## src/rtl/uart_rx_fifo_if.sv

```systemverilog
// Handshake bundle between a FIFO user (master) and the uart_rx_fifo (slave).
interface uart_rx_fifo_if #(
  parameter int DWIDTH = 8,
  parameter int DEPTH  = 16
);
  localparam int AW = $clog2(DEPTH);

  logic              flush;
  logic              wr;
  logic [DWIDTH-1:0] wdata;
  logic              rd;
  logic [DWIDTH-1:0] rdata;
  logic              full;
  logic              mpty;
  logic [AW:0]       count;
  logic [1:0]        trig_lvl;
  logic              trig;
  logic              ovf;
  logic              udf;
  logic              err_clr;

  modport master (
    output flush, wr, wdata, rd, trig_lvl, err_clr,
    input  rdata, full, mpty, count, trig, ovf, udf
  );

  modport slave (
    input  flush, wr, wdata, rd, trig_lvl, err_clr,
    output rdata, full, mpty, count, trig, ovf, udf
  );
endinterface

```

## src/rtl/uart_rx_fifo.sv

```systemverilog
// First-word-fall-through FIFO with occupancy count, 16550-style trigger level,
// flush and sticky overflow/underflow flags.
module uart_rx_fifo #(
  parameter int DWIDTH = 8,
  parameter int DEPTH  = 16
) (
  input logic           clk,
  input logic           rst,
  uart_rx_fifo_if.slave bus
);
  localparam int AW = $clog2(DEPTH);

  localparam logic [AW:0] TH_ONE  = (AW+1)'(1);
  localparam logic [AW:0] TH_QTR  = (AW+1)'(DEPTH / 4);
  localparam logic [AW:0] TH_HALF = (AW+1)'(DEPTH / 2);
  localparam logic [AW:0] TH_NEAR = (AW+1)'(DEPTH - 2);

  logic [DWIDTH-1:0] mem [DEPTH];
  logic [AW:0]       wr_ptr;
  logic [AW:0]       rd_ptr;
  logic              ovf_q;
  logic              udf_q;
  logic              full;
  logic              mpty;
  logic              wr_ok;
  logic              rd_ok;
  logic [AW:0]       thresh;

  // Extra wrap bit distinguishes full from empty when the index bits match.
  assign full  = (wr_ptr[AW] != rd_ptr[AW]) && (wr_ptr[AW-1:0] == rd_ptr[AW-1:0]);
  assign mpty  = (wr_ptr == rd_ptr);
  assign wr_ok = bus.wr && (!full || bus.rd);
  assign rd_ok = bus.rd && !mpty;

  assign bus.full  = full;
  assign bus.mpty  = mpty;
  assign bus.count = wr_ptr - rd_ptr;
  assign bus.rdata = mem[rd_ptr[AW-1:0]];
  assign bus.ovf   = ovf_q;
  assign bus.udf   = udf_q;

  // NOTE: every variable assigned in always_comb gets a default first, so no
  // path can leave it unassigned and infer a latch.
  always_comb begin
    thresh = TH_ONE;
    case (bus.trig_lvl)
      2'b00:   thresh = TH_ONE;
      2'b01:   thresh = TH_QTR;
      2'b10:   thresh = TH_HALF;
      default: thresh = TH_NEAR;
    endcase
  end

  assign bus.trig = (bus.count >= thresh);

  // NOTE: the storage array has no reset; the pointers alone define which
  // entries are valid, so resetting the array would only cost flops. A stray
  // write during rst or flush is harmless because the pointers are cleared.
  always_ff @(posedge clk) begin
    if (wr_ok) begin
      mem[wr_ptr[AW-1:0]] <= bus.wdata;
    end
  end

  // NOTE: sequential state uses non-blocking assignments so every register
  // sees the pre-edge values of the others, regardless of statement order.
  always_ff @(posedge clk) begin
    if (rst) begin
      wr_ptr <= '0;
      rd_ptr <= '0;
    end else if (bus.flush) begin
      wr_ptr <= '0;
      rd_ptr <= '0;
    end else begin
      if (wr_ok) wr_ptr <= wr_ptr + (AW+1)'(1);
      if (rd_ok) rd_ptr <= rd_ptr + (AW+1)'(1);
    end
  end

  // Sticky error flags: a new event in the same cycle as err_clr wins.
  always_ff @(posedge clk) begin
    if (rst) begin
      ovf_q <= 1'b0;
      udf_q <= 1'b0;
    end else begin
      if (bus.wr && full && !bus.rd) ovf_q <= 1'b1;
      else if (bus.err_clr)          ovf_q <= 1'b0;

      if (bus.rd && mpty)            udf_q <= 1'b1;
      else if (bus.err_clr)          udf_q <= 1'b0;
    end
  end
endmodule

```

## src/flat_wrapper.sv

```systemverilog
// flat-port wrapper written by rule: the top's interface ports become plain ports
module uart_rx_fifo_flat 
#(
  parameter int DWIDTH = 8,
  parameter int DEPTH  = 16
)
  (clk, rst, bus_flush, bus_wr, bus_wdata, bus_rd, bus_trig_lvl, bus_err_clr, bus_rdata, bus_full, bus_mpty, bus_count, bus_trig, bus_ovf, bus_udf);
  uart_rx_fifo_if #(.DWIDTH(DWIDTH), .DEPTH(DEPTH)) bus_i ();
  input logic clk;
  input logic rst;
  input wire logic [$bits(bus_i.flush)-1:0] bus_flush;
  input wire logic [$bits(bus_i.wr)-1:0] bus_wr;
  input wire logic [$bits(bus_i.wdata)-1:0] bus_wdata;
  input wire logic [$bits(bus_i.rd)-1:0] bus_rd;
  input wire logic [$bits(bus_i.trig_lvl)-1:0] bus_trig_lvl;
  input wire logic [$bits(bus_i.err_clr)-1:0] bus_err_clr;
  output wire logic [$bits(bus_i.rdata)-1:0] bus_rdata;
  output wire logic [$bits(bus_i.full)-1:0] bus_full;
  output wire logic [$bits(bus_i.mpty)-1:0] bus_mpty;
  output wire logic [$bits(bus_i.count)-1:0] bus_count;
  output wire logic [$bits(bus_i.trig)-1:0] bus_trig;
  output wire logic [$bits(bus_i.ovf)-1:0] bus_ovf;
  output wire logic [$bits(bus_i.udf)-1:0] bus_udf;
  assign bus_i.flush = bus_flush;
  assign bus_i.wr = bus_wr;
  assign bus_i.wdata = bus_wdata;
  assign bus_i.rd = bus_rd;
  assign bus_i.trig_lvl = bus_trig_lvl;
  assign bus_i.err_clr = bus_err_clr;
  assign bus_rdata = bus_i.rdata;
  assign bus_full = bus_i.full;
  assign bus_mpty = bus_i.mpty;
  assign bus_count = bus_i.count;
  assign bus_trig = bus_i.trig;
  assign bus_ovf = bus_i.ovf;
  assign bus_udf = bus_i.udf;
  uart_rx_fifo #(.DWIDTH(DWIDTH), .DEPTH(DEPTH)) u_core (.clk(clk), .rst(rst), .bus(bus_i));
endmodule
```

## config.mk

```make
export PLATFORM = sky130hd
export DESIGN_NAME = uart_rx_fifo_flat
export DESIGN_NICKNAME = d
export VERILOG_FILES = /design/src/rtl/uart_rx_fifo_if.sv /design/src/rtl/uart_rx_fifo.sv /design/src/flat_wrapper.sv
export SDC_FILE = /design/constraint.sdc
export NUM_CORES = 1
export LEC_CHECK = 0
export BUFFER_PORTS_ARGS = -buffer_cell sky130_fd_sc_hd__clkbuf_2
export CAP_MARGIN = 20
export CORE_MARGIN = 2
export CORE_UTILIZATION = 54
export CTS_BUF_LIST = sky130_fd_sc_hd__clkbuf_16
export CTS_CLUSTER_DIAMETER = 50
export CTS_CLUSTER_SIZE = 8
export DETAILED_ROUTE_END_ITERATION = 10
export GPL_TIMING_DRIVEN = 0
export PLACE_DENSITY = 0.71
export SETUP_SLACK_MARGIN = 0.02
export SYNTH_ARGS = -nofsm -noshare
export SYNTH_HDL_FRONTEND = slang
export SYNTH_SLANG_ARGS = --single-unit
```

## constraint.sdc

```tcl
create_clock -name clk -period 2.6 [get_ports clk]
set_input_delay 0.78 -clock clk [delete_from_list [all_inputs] [get_ports clk]]
set_output_delay 0.78 -clock clk [all_outputs]
set_load 0.05 [all_outputs]
```

=== Word-level counts from Yosys, hierarchy flattened ===
Memory sizes are Yosys's and may differ from the RTL's. A register that Yosys moved wholly into a read port is not among the register bits.
Cells that the tools add are included.

* Shift operators: 0
* Bitwise logic cells: 0
* Multipliers: 0
* Reduce and logical (&&, ||, !) cells: 14
* Equality and inequality tests: 5
* $lt $le $gt $ge: 1
* Divide/modulo/power cells: 0
* Mux-type cells: 8
* Add/subtract/negate cells: 3

{| class="wikitable"
|+ Operator list
! kind !! number
|-
| 4-bit one-hot mux with 3 select lines || 1
|-
| 5-bit by 1-bit adder with 5-bit output (second input constant) || 2
|-
| 4-bit two-way mux || 2
|-
| 1-bit logical AND || 6
|-
| 5-bit == test || 1
|-
| 5-bit by 4-bit greater-or-equal comparator with 1-bit output || 1
|-
| 1-bit two-way mux || 5
|-
| 5-bit subtractor || 1
|-
| 4-bit == test || 1
|-
| 2-bit nonzero test || 2
|-
| 1-bit zero test || 3
|-
| 2-bit by 1-bit == test with 1-bit output (second input constant) || 1
|-
| 2-bit == test (second input constant) || 1
|-
| 2-bit zero test || 1
|-
| 2-bit OR reduction || 1
|-
| 1-bit logical OR || 1
|-
| 1-bit inequality test || 1
|}

* Memories: 1
* Memory bits (read-only): 0
* Memory bits (writable): 128
* Flip-flop bits (word level): 12
* Word-level logic and storage cells: 36
* Latch bits: 0
* Input port bits: 16

{| class="wikitable"
|+ Memory list
! name !! depth !! width !! rd ports !! clocked after memory_dff !! wr ports !! line !! text
|-
| u_core.mem || 16 || 8 || 1 || 1 || 1 || uart_rx_fifo.sv:18 || <nowiki>logic [DWIDTH-1:0] mem [DEPTH];</nowiki>
|}

=== Longest topological paths before layout ===
* Depth after elaboration: 7
* Gate-level depth with buffers: 9
* Depth with buffers taken out: 9

=== Worst setup path after synthesis ===
OpenSTA, ideal clock, no wires.

* Path kind: reg2out
* Start: reg u_core.wr_ptr[0]
* End: out bus_trig
* Stages on the path, launching flop included: 8
* Arrival time: 3.150 ns
* Path buffers: 0
* Slack: -1.330 ns
* Path through: dfxtp_1 -> inv_1 -> ha_1 -> fa_1 -> xnor2_1 -> ha_1 -> o21ai_0 -> o221ai_1

* Longest elaborated chain between the ends: 2

{| class="wikitable"
|+ RTL lines
! item !! line !! text
|-
| from (decl) || uart_rx_fifo.sv:19 || <nowiki>logic [AW:0] wr_ptr;</nowiki>
|-
| from (signal assigned) || uart_rx_fifo.sv:75 || <nowiki>if (wr_ok) wr_ptr <= wr_ptr + (AW+1)'(1);</nowiki>
|-
| 5-bit subtractor || uart_rx_fifo.sv:37 || <nowiki>assign bus.count = wr_ptr - rd_ptr;</nowiki>
|-
| net bus_count[2] || flat_wrapper.sv:20 || <nowiki>output wire logic [$bits(bus_i.count)-1:0] bus_count;</nowiki>
|-
| 5-bit by 4-bit greater-or-equal comparator with 1-bit output || uart_rx_fifo.sv:54 || <nowiki>assign bus.trig = (bus.count >= thresh);</nowiki>
|-
| to (decl) || flat_wrapper.sv:21 || <nowiki>output wire logic [$bits(bus_i.trig)-1:0] bus_trig;</nowiki>
|}

The timed path passes the listed nets, and every way through them passes these cells.

=== Worst setup path in the final report ===
* Start: reg u_core.wr_ptr[0]
* End: out bus_trig

* Longest elaborated chain between the ends: 2

{| class="wikitable"
|+ RTL lines
! item !! line
|-
| 5-bit subtractor || uart_rx_fifo.sv:37
|-
| 5-bit by 4-bit greater-or-equal comparator with 1-bit output || uart_rx_fifo.sv:54
|}

No other way between the ends.

==> results.md <==
* Type of the tightest min-delay check: flip-flop to flip-flop
* WP data arrival at about 2.4 ns
* Worst skew pair latency at 0.41 ns
* Routed len/inst at 22.3 um
* Most used DFF post-synth: edfxtp_1
* Clock share of power at between 40% and 50%
* Area growth syn-to-layout at 28.0%
* Final hold vios at 0
* Clock Tree Root: clkbuf_16
* LEAKAGE at between 2 and 2.5 nW
* WL final at around 12 mm
* Vias in the first global route at about 3400
* Die area at ~12000 um2
* Setup violations, final at 11
* Final Cell Area at 7490 um2
* Largest net degree at the start of global routing at 17
* Clock sinks at 144
* Worst setup EP type: output port
* Die H at around 110 um
* Die width at around 110 um
* First-pass GRT wire length at 19.1 mm
* Via count at around 3200
* Power per Cell Area at roughly 670 nW/um2
* Clock skew at about 0.0087 ns
* Simple-Gate Fraction of Synth Area at 5.24%
* Net Count, Synth at between 300 and 400
* Worst-margin pin slew at approximately 0.9 ns
* Routed Antenna Nets at 0
* Post-route setup slack at -0.595 ns
* Syn Inst Count at between 300 and 400
* Share of cells above drive strength 1 at between 40% and 50%
* Tcrit/Tclk final at 123%
* Remaining DRCs at 0
* CTS tree: built
* Grt total ovfl at 0
* CP Class: flip-flop to output port
* Combinational power share at 6.4%
* Psw at 1.08 mW
* CP max-delay cell: fa_2
* FFs w/ async S/R, synth at 0%
* Max_slew headroom at a little under two fifths
* Largest stage delay, worst path at about 0.57 ns
* Most frequent CP cell: ha_4
* Internal at approximately 4 mW
* First DRT Iteration DRCs at 211
* Post-Synth Adder-Cell Area at under 10%
* Placed cell area at ~6300 um2
* Startpoint types: flip-flop
* Sequential share of power at between 50 and 60%
* Cell variety after synth at 39
* Largest family of logic cells by synthesized area: multiplexers
* Site Rows at 38
* Critical path's top delay family: adder cells
* Placer congestion estimate at about 0.76
* Max-capacitance violation count at 0
* All-Layer GR Usage at about a quarter
* Pins Over Slew Limit at 0
* RSZ-0062 raised after global routing: true
* Fmax at ~310 MHz
* DP Worst Slack at -0.351 ns
* Initial DRT Pass Iterations at 4
* Worst EP required at about 1.8 ns
* Post-synthesis sequential area ratio at 71.2%
* I/O Buffers at 32
* Clk pin slew, worst setup/hold paths at roughly 0.06 ns
* Synth warnings at 0
* Cell Area, Synth at ~5900 um2
* Tot Pwr at ~5 mW
* Status: finished with violations
* Synth Area in XOR/XNOR at 1.60%
* CTS Buffer Depth at 2
* CTS H-tree lvls at 4
* Cell Chain, Critical Path: inv_4 -> ha_4 -> fa_2 -> clkinvlp_4 -> ha_4 -> a211oi_4 -> o221ai_4 -> buf_8
* Final TNS setup at -2.94 ns
* # nets final at 431
* Min cycle time layout at roughly 3.2 ns
* Synth Area in Compound Gates at ~4.6%
* Switching Fraction at 21.3%
* Crit path max fanout at 3
* Worst vdd ir at roughly 380 uV
* Mean Syn Cell Area at 17.7 um2
* Buf/Inv on CP at 3
* Register bit total from synthesis at 144
* Post-synthesis mux area share at about 12%
* Core area at around 11000 um2
* # hold bufs at CTS at 0
* Violated checks: negative setup slack
* # IOs at 34
* Initial core utilization at between 50% and 60%
* Hold Slack at 0.520 ns
* Final HPWL DP at between 7 and 8 mm
* TritonCTS Buffers at 17
* Initial antenna violation count at 0
* Post-synth EDFFs at approximately 130
* N_diodes at 0
* Vias per inst at 5.80
final cells by class:
class,count,area [um2]
Tap cell,140,175
Timing Repair Buffer,52,519
Clock inverter,13,66.3
Multi-Input combinational cell,160,1870
Sequential cell,144,4180
Clock buffer,19,475
Inverter,12,53.8
Fill cell,676,3210
Buffer,14,149
synth_stat cells (2+ instances only):
cell | number | area (um2)
nor2b_1 | 5 | 31.3
nand3_1 | 2 | 10.0
xor2_1 | 2 | 17.5
nor2_1 | 27 | 101
nor3_1 | 5 | 25.0
a21oi_1 | 8 | 40.0
edfxtp_1 | 128 | 3840
o21ai_0 | 5 | 25.0
clkbuf_1 | 7 | 26.3
dfxtp_1 | 16 | 320
buf_2 | 4 | 20.0
nand2_1 | 16 | 60.1
nand2b_1 | 3 | 18.8
xnor2_1 | 5 | 43.8
nand4_1 | 2 | 12.5
a22oi_1 | 16 | 120
inv_1 | 12 | 45.0
ha_1 | 13 | 163
or3_1 | 2 | 12.5
mux4_2 | 32 | 721
buf_1 | 2 | 7.51
state kept, by name (all words and copies together) (netlist names), named ones only:
register and count:
u_core.wr_ptr 5, u_core.bus.udf 1, u_core.rd_ptr 5, u_core.bus.ovf 1, u_core.mem 128
per-layer routing:
layer | track usage, % | wire (um) | vias up | share of wire, %
met2 | 39.8 | 6620 | 96 | 54
met4 | 8.79 | 118 | 0 | 0.96
met1 | 29.2 | 4980 | 1659 | 40
met3 | 5.30 | 629 | 11 | 5.1
li1 | - | - | 1448 | -
met5 | 0 | 0 | - | 0
power groups by stage:
stage	logic [mW]	registers [mW]	clock network, mW
floorplan	0.161	2.59	0
global placement	0.241	2.59	0
detailed placement	0.250	2.59	0
CTS	0.308	2.54	2.21
global route	0.342	2.54	2.31
finish	0.321	2.54	2.19
tightest hold or removal path: cells and delay by family (launching register included):
family	cells	cell delay (ns)
simple gates	1	0.06
flops	1	0.37
compound gates	1	0.05
cells by family (layout without fill, tap and decap cells):
kind of cell | after synthesis | after routing
XOR/XNOR | 9 | 9
multiplexers | 33 | 33
AND/OR/NAND/NOR | 67 | 67
buffers and inverters | 26 | 110
AO/OA/AOI/OAI | 37 | 37
adder cells (fa/ha/maj) | 14 | 14
flip-flops | 144 | 144
through the flow:
step                utilization (%)  cells
floorplan                         -    330
global placement               58.9    502
detailed placement             59.2    506
CTS                            69.3    552
global route                   70.0    554
finish                         70.0    554
worst paths after layout:
| kind | from | endpoint | slack [ns] | depth (start not counted) |
|---|---|---|---|---|
| setup / recovery | u_core.wr_ptr[0] | bus_trig | -0.59 | 8 |
| hold / removal | u_core.wr_ptr[1] | u_core.wr_ptr[1] | 0.52 | 2 |
| setup reg to reg | u_core.rd_ptr[3] | u_core.mem[7][0] | 0.12 | 8 |
| hold reg to reg | u_core.wr_ptr[1] | u_core.wr_ptr[1] | 0.52 | 2 |
repair_timing:
action / in CTS / in global routing
setup endpoints to repair: 115 / 14
setup buffers: 12 / 3
pin swaps: 14 / 12
gates resized for setup: 95 / 27
gates cloned: 2 / 0
layout by cell type, fill, tap and decap left out, drive strengths merged:
cell,count
edfxtp,128
clkbuf,46
buf,39
mux4,32
nor2,27
a22oi,16
nand2,16
dfxtp,16
inv,15
ha,13
clkinv,9
a21oi,8
xnor2,6
o21ai,6
nor2b,5
nor3,5
nand2b,3
xor2,3
nand4,2
nand3,2
or3,2
clkinvlp,1
a21o,1
and3,1
and2,1
o31a,1
o311ai,1
a211oi,1
o221ai,1
or2,1
o211ai,1
mux2i,1
o31ai,1
and4,1
or4,1
fa,1
Note: power is estimated with default switching activity, not from simulation.
